File: src/rtl/sfp_sched_pkg.sv
// sfp_sched_pkg: shared opcode enum, width helper and op-counter width for sfp_add_sched.
package sfp_sched_pkg;
  typedef enum logic {OP_ADD = 1'b0, OP_SUB = 1'b1} op_e;
  localparam int OPC_W = 16;
  // Index width for n requesters, never below one bit.
  function automatic int idw_f(input int n);
    return ($clog2(n) < 1) ? 1 : $clog2(n);
  endfunction
endpackage

File: src/rtl/rr_arbiter.sv
// rr_arbiter: combinational round-robin grant, lowest requester at or above ptr, else lowest overall.
// Ports: req  - request vector
//        ptr  - search start index (state held by the parent)
//        grant - one-hot grant, zero when no request
module rr_arbiter import sfp_sched_pkg::*; #(
  parameter int N = 4,
  localparam int PW = idw_f(N)
) (
  input  logic [N-1:0]  req,
  input  logic [PW-1:0] ptr,
  output logic [N-1:0]  grant
);
  logic [N-1:0] w_hi;
  logic [N-1:0] w_pick;
  assign w_hi   = req & ({N{1'b1}} << ptr);
  assign w_pick = (|w_hi) ? w_hi : req;
  // Isolate the lowest set bit.
  assign grant  = w_pick & (~w_pick + N'(1));
endmodule

File: src/rtl/sfp_add_sched.sv
// sfp_add_sched: round-robin shared signed fixed-point adder/subtractor, 1-cycle latency, full-precision result.
// Ports: clk_i, rst_ni (async active-low)
//        req_valid_i/req_ready_o   per-requester handshake, ready is one-hot or zero
//        req_a_i/req_b_i           packed signed operands, requester i at [i*W +: W]
//        req_sub_i                 per-requester opcode (1 = A-B)
//        rsp_valid_o/rsp_ready_i   result handshake
//        rsp_data_o/rsp_id_o       RW-bit result and owning requester index
//        op_count_o                accepted-operation count, wraps at 16 bits
// Macro: SFP_ADD_SCHED_SUB_EN enables subtraction; without it every operation is A+B.
module sfp_add_sched import sfp_sched_pkg::*; #(
  parameter int NREQ = 4,
  parameter int IW = 8,
  parameter int QW = 8,
  localparam int W = IW + QW,
  localparam int RW = W + 1,
  localparam int IDW = idw_f(NREQ)
) (
  input  logic              clk_i,
  input  logic              rst_ni,
  input  logic [NREQ-1:0]   req_valid_i,
  output logic [NREQ-1:0]   req_ready_o,
  input  logic [NREQ*W-1:0] req_a_i,
  input  logic [NREQ*W-1:0] req_b_i,
  input  logic [NREQ-1:0]   req_sub_i,
  output logic              rsp_valid_o,
  input  logic              rsp_ready_i,
  output logic [RW-1:0]     rsp_data_o,
  output logic [IDW-1:0]    rsp_id_o,
  output logic [OPC_W-1:0]  op_count_o
);
  logic              r_rsp_valid;
  logic [RW-1:0]     r_rsp_data;
  logic [IDW-1:0]    r_rsp_id;
  logic [IDW-1:0]    r_ptr;
  logic [OPC_W-1:0]  r_cnt;
  logic [NREQ-1:0]   w_grant;
  logic              w_slot_free;
  logic              w_xfer;
  logic [IDW-1:0]    w_idx;
  logic [IDW-1:0]    w_ptr_nxt;
  logic [W-1:0]      w_a;
  logic [W-1:0]      w_b;
  logic              w_sub;
  op_e               w_op;
  logic [RW-1:0]     w_ax;
  logic [RW-1:0]     w_bx;
  logic [RW-1:0]     w_res;
  rr_arbiter #(.N(NREQ)) u_arb (
    .req   (req_valid_i),
    .ptr   (r_ptr),
    .grant (w_grant)
  );
  assign w_slot_free = !r_rsp_valid || rsp_ready_i;
  // Gating with rst_ni keeps ready low while reset is held, independent of inputs.
  assign req_ready_o = w_grant & {NREQ{w_slot_free && rst_ni}};
  assign w_xfer      = |(req_valid_i & req_ready_o);
  always_comb begin
    w_idx = '0;
    w_a   = '0;
    w_b   = '0;
    w_sub = 1'b0;
    for (int i = 0; i < NREQ; i++)
      if (w_grant[i]) begin
        w_idx = IDW'(i);
        w_a   = req_a_i[i*W +: W];
        w_b   = req_b_i[i*W +: W];
        w_sub = req_sub_i[i];
      end
  end
`ifdef SFP_ADD_SCHED_SUB_EN
  assign w_op = op_e'(w_sub);
`else
  logic w_unused_sub;
  assign w_unused_sub = w_sub;
  assign w_op = OP_ADD;
`endif
  // One extra sign bit makes the sum/difference exact.
  assign w_ax      = {w_a[W-1], w_a};
  assign w_bx      = {w_b[W-1], w_b};
  assign w_res     = (w_op == OP_SUB) ? w_ax - w_bx : w_ax + w_bx;
  assign w_ptr_nxt = (w_idx == IDW'(NREQ - 1)) ? '0 : w_idx + 1'b1;
  always_ff @(posedge clk_i or negedge rst_ni) begin
    if (!rst_ni) begin
      r_rsp_valid <= 1'b0;
      r_rsp_data  <= '0;
      r_rsp_id    <= '0;
      r_ptr       <= '0;
      r_cnt       <= '0;
    end else if (w_xfer) begin
      r_rsp_valid <= 1'b1;
      r_rsp_data  <= w_res;
      r_rsp_id    <= w_idx;
      r_ptr       <= w_ptr_nxt;
      r_cnt       <= r_cnt + 1'b1;
    end else if (rsp_ready_i) begin
      r_rsp_valid <= 1'b0;
    end
  end
  assign rsp_valid_o = r_rsp_valid;
  assign rsp_data_o  = r_rsp_data;
  assign rsp_id_o    = r_rsp_id;
  assign op_count_o  = r_cnt;
endmodule

File: config.mk
export PLATFORM = sky130hd
export DESIGN_NAME = sfp_add_sched
export DESIGN_NICKNAME = d
export VERILOG_FILES = /design/src/rtl/sfp_sched_pkg.sv /design/src/rtl/rr_arbiter.sv /design/src/rtl/sfp_add_sched.sv
export SDC_FILE = /design/constraint.sdc
export NUM_CORES = 1
export LEC_CHECK = 0
export CAP_MARGIN = 20
export CORE_UTILIZATION = 60
export CTS_CLUSTER_DIAMETER = 60
export DETAILED_ROUTE_END_ITERATION = 6
export DONT_BUFFER_PORTS = 1
export PLACE_DENSITY = 0.76
export SYNTH_ARGS = -nofsm -noshare
export SYNTH_HDL_FRONTEND = slang
export SYNTH_SLANG_ARGS = --single-unit
File: constraint.sdc
create_clock -name clk_i -period 6.2 [get_ports clk_i]
set_input_delay 1.24 -clock clk_i [delete_from_list [all_inputs] [get_ports clk_i]]
set_output_delay 1.24 -clock clk_i [all_outputs]
set_load 0.03 [all_outputs]
==> impl_metrics.ini <==
[status]
status = finished with violations
violations = DRC

[floorplanning]
ioPinCount = 179
die-height_um = 75.85
core_um2 = 5172
num_rows = 26
die_width_um = 75.85
dieArea_um2 = 5752
initial_core_util_pct = 63.26

[yosys]
seq_area_frac_synth_pct = 29.06
synth_mux_area_share_pct = 0.9560
synth_fa_ha_area_share_pct = 7.113
ys_seq_elements = 38
ys_warn_count = 0
yosys_most_used_dff = dfrtp_1
synthCells = 379
synthSimpleGateAreaFrac_pct = 24.09
syn_nets = 536
synth-xor-area-share_pct = 5.621
syn_avg_cell_area_um2 = 8.633
async_flop_share_pct = 100.0
syn_area_um2 = 3272
synth_top_family_by_area = compound AO/OA/AOI/OAI gates
synth_edf_count = 0
synth_compound_area_share_pct = 24.40
synth_cell_types = 62

[global_route]
grt_pass1_vias = 2426
grt_start_max_net_pins = 46
grt.total_usage_pct = 28.71
grt_pass1_wl_um = 12260
overflow = 0
antenna_found_initial = 0

[power]
irDropWorstVdd_uv = 210.9
power.leakage_nw = 1.414
p_sw_mw = 0.7164
total_power_mw = 1.395
powerDensity_nw_per_um2 = 436.7
cell_internal_pwr_mw = 0.6784
comb_power_share_pct = 46.2
swShare_pct = 51.36
p_seq_share_pct = 41.5
power_frac_clock_pct = 12.3

[final_layout]
ff_latch_area_um2 = 950.9
drive_above_1_share_pct = 5.234
multi_input_area_um2 = 2034
syn_to_final_growth_pct = -2.371
fillers = 453
antennaDiodeCount = 0
finalInstanceArea_um2 = 3194
fin_cells = 433
final_util_pct = 61.76
finalNetCount = 519

[place]
portBuffers = 0
finalWeightedCongestion = 0.8839
dpl-instance-area_um2 = 3092
dpl.hpwl_um = 6836
placed_cells = 424
pre_cts_ws_ps = 1828

[sta]
period_needed_ps = 4144
finalCritPeriodShare_pct = 66.84
relSlewSlack_pct = 26.04
finClkSkew_ps = 7.752
fin_ws_ps = 2056
setup_viol = 0
timing.hold.ws_ps = 642.7
hold_viol = 0
max_freq_ghz = 0.2413
final_max_slew_viol_count = 0
fin_setup_tns_ps = 0
worst_pin_slew_ps = 1109
rsz0062_at_grt = false

[clock_network]
htreeDepth = 2
clk_latency_ps = 280
cts_resized = 0
cts_buffers = 5
cts.path.max_buffers = 2
cts_setup_buffers = 0
cts_hold_buf = 0
clockRootBuffer = clkbuf_8
cts.clk_slew.worst_paths_ps = 70
cts_tree = built
cts_sinks = 38

[critical_path]
critical_path.max_stage_delay_ps = 520
required_ps = 6360
crit_fanout = 33
start_kind = input pin
cp_cell_sequence = a2bb2oi_2 -> o22ai_1 -> and2_1 -> a222oi_1 -> nand2_1 -> ha_1 -> fa_1 -> a21o_1 -> a31o_1 -> a31oi_1 -> xnor2_1 -> mux2_2
cp.arrival_ps = 4310
crit_family = compound AO/OA/AOI/OAI gates
end_kind = flip-flop
crit_type = input pin to flip-flop
cp_num_buf_inv = 0
cp_slowest_cell = and2_1

[route]
wirelength_um = 8625
wl_per_cell_um = 19.92
drt_first_iter_violations = 390
dr.pass1.iters = 7
drc = 1
viasPerCell = 6.843
antenna_left = 0
dr_total_vias = 2963

[run]
timing.max_cap.violations = 0

[worst_hold_path]
hold_class = input pin to asynchronous set/reset pin
-- state kept, by name, indices dropped and copies added, names as in the netlist --
| name | flops |
|---|---|
| rsp_valid_o | 1 |
| rsp_id_o | 2 |
| r_ptr | 2 |
| rsp_data_o | 17 |
| op_count_o | 16 |
-- kinds of logic (layout without fill, tap and decap cells) --
group                    after synthesis  after routing
AO/OA/AOI/OAI                        101            101
XOR/XNOR                              21             21
multiplexers                           3              3
flip-flops                            38             38
buffers and inverters                 30             14
AND/OR/NAND/NOR                      168            168
adder cells (fa/ha/maj)               18             18
-- power groups by stage --
stage	Combinational, mW	Sequential, mW	Clock, mW
after CTS	0.635	0.582	0.171
after global routing	0.722	0.595	0.183
after detailed placement	0.631	0.587	0
after global placement	0.613	0.582	0
after floorplan	0.553	0.554	0
final	0.644	0.580	0.171
-- layer usage --
layer | GRT usage, % | share of wire, %
met3 | 8.466 | 11
met2 | 43.26 | 46
met1 | 40.28 | 42
met5 | 0 | 0
met4 | 6.996 | 1.4
-- path summary, 6_finish.rpt --
kind / end / from / slack [ps] / cells past startpoint
max: rsp_data_o[10] / req_valid_i[1] / 2060 / 12
min: op_count_o[12] / rst_ni / 640 / 0
max reg2reg: rsp_data_o[10] / r_ptr[0] / 2480 / 12
min reg2reg: r_ptr[1] / r_ptr[1] / 660 / 2
max in group asynchronous: rsp_data_o[16] / rst_ni / 5470 / 0
min in group clk_i: r_ptr[1] / r_ptr[1] / 660 / 2
-- final cells by class --
type,count,share of cell area (%)
clock buffer,7,2.703
clock inverter,1,0.1567
inverter,5,0.5875
multi-input combinational,311,63.69
sequential,38,29.77
tap,70,2.742
timing repair buffer,1,0.3525
-- placed cells by master, fill, tap and decap left out, types with 5 or more instances in the layout --
cell type	instances
nand2_1	103
nor3_1	5
inv_1	5
nand4_1	6
ha_1	17
o21ai_0	10
nand3_1	11
o211ai_1	6
a222oi_1	32
clkbuf_8	6
dfrtp_1	38
a21oi_1	15
and3_1	7
nor2_1	12
xnor2_1	17
a21o_1	5
-- synth_stat cells, types with 3 or more instances --
cell type | count | share of area [%]
ha_1 | 17 | 6.5
a21o_1 | 5 | 1.1
and3_1 | 7 | 1.3
buf_2 | 6 | 0.92
nor2_1 | 12 | 1.4
buf_8 | 3 | 1.4
nand3_1 | 11 | 1.7
o21ai_0 | 10 | 1.5
a211oi_1 | 3 | 0.69
o21ai_1 | 3 | 0.46
o211ai_1 | 6 | 1.4
o21a_1 | 4 | 0.92
and4_1 | 3 | 0.80
nand2_1 | 103 | 12
nor3_1 | 5 | 0.76
a21oi_1 | 15 | 2.3
a222oi_1 | 32 | 9.8
xor2_1 | 4 | 1.1
inv_1 | 5 | 0.57
o31ai_1 | 4 | 0.92
buf_6 | 5 | 1.7
xnor2_1 | 17 | 4.6
clkbuf_8 | 7 | 2.9
nand4_1 | 6 | 1.1
dfrtp_1 | 38 | 29
Power figures use the tool's default switching activity.
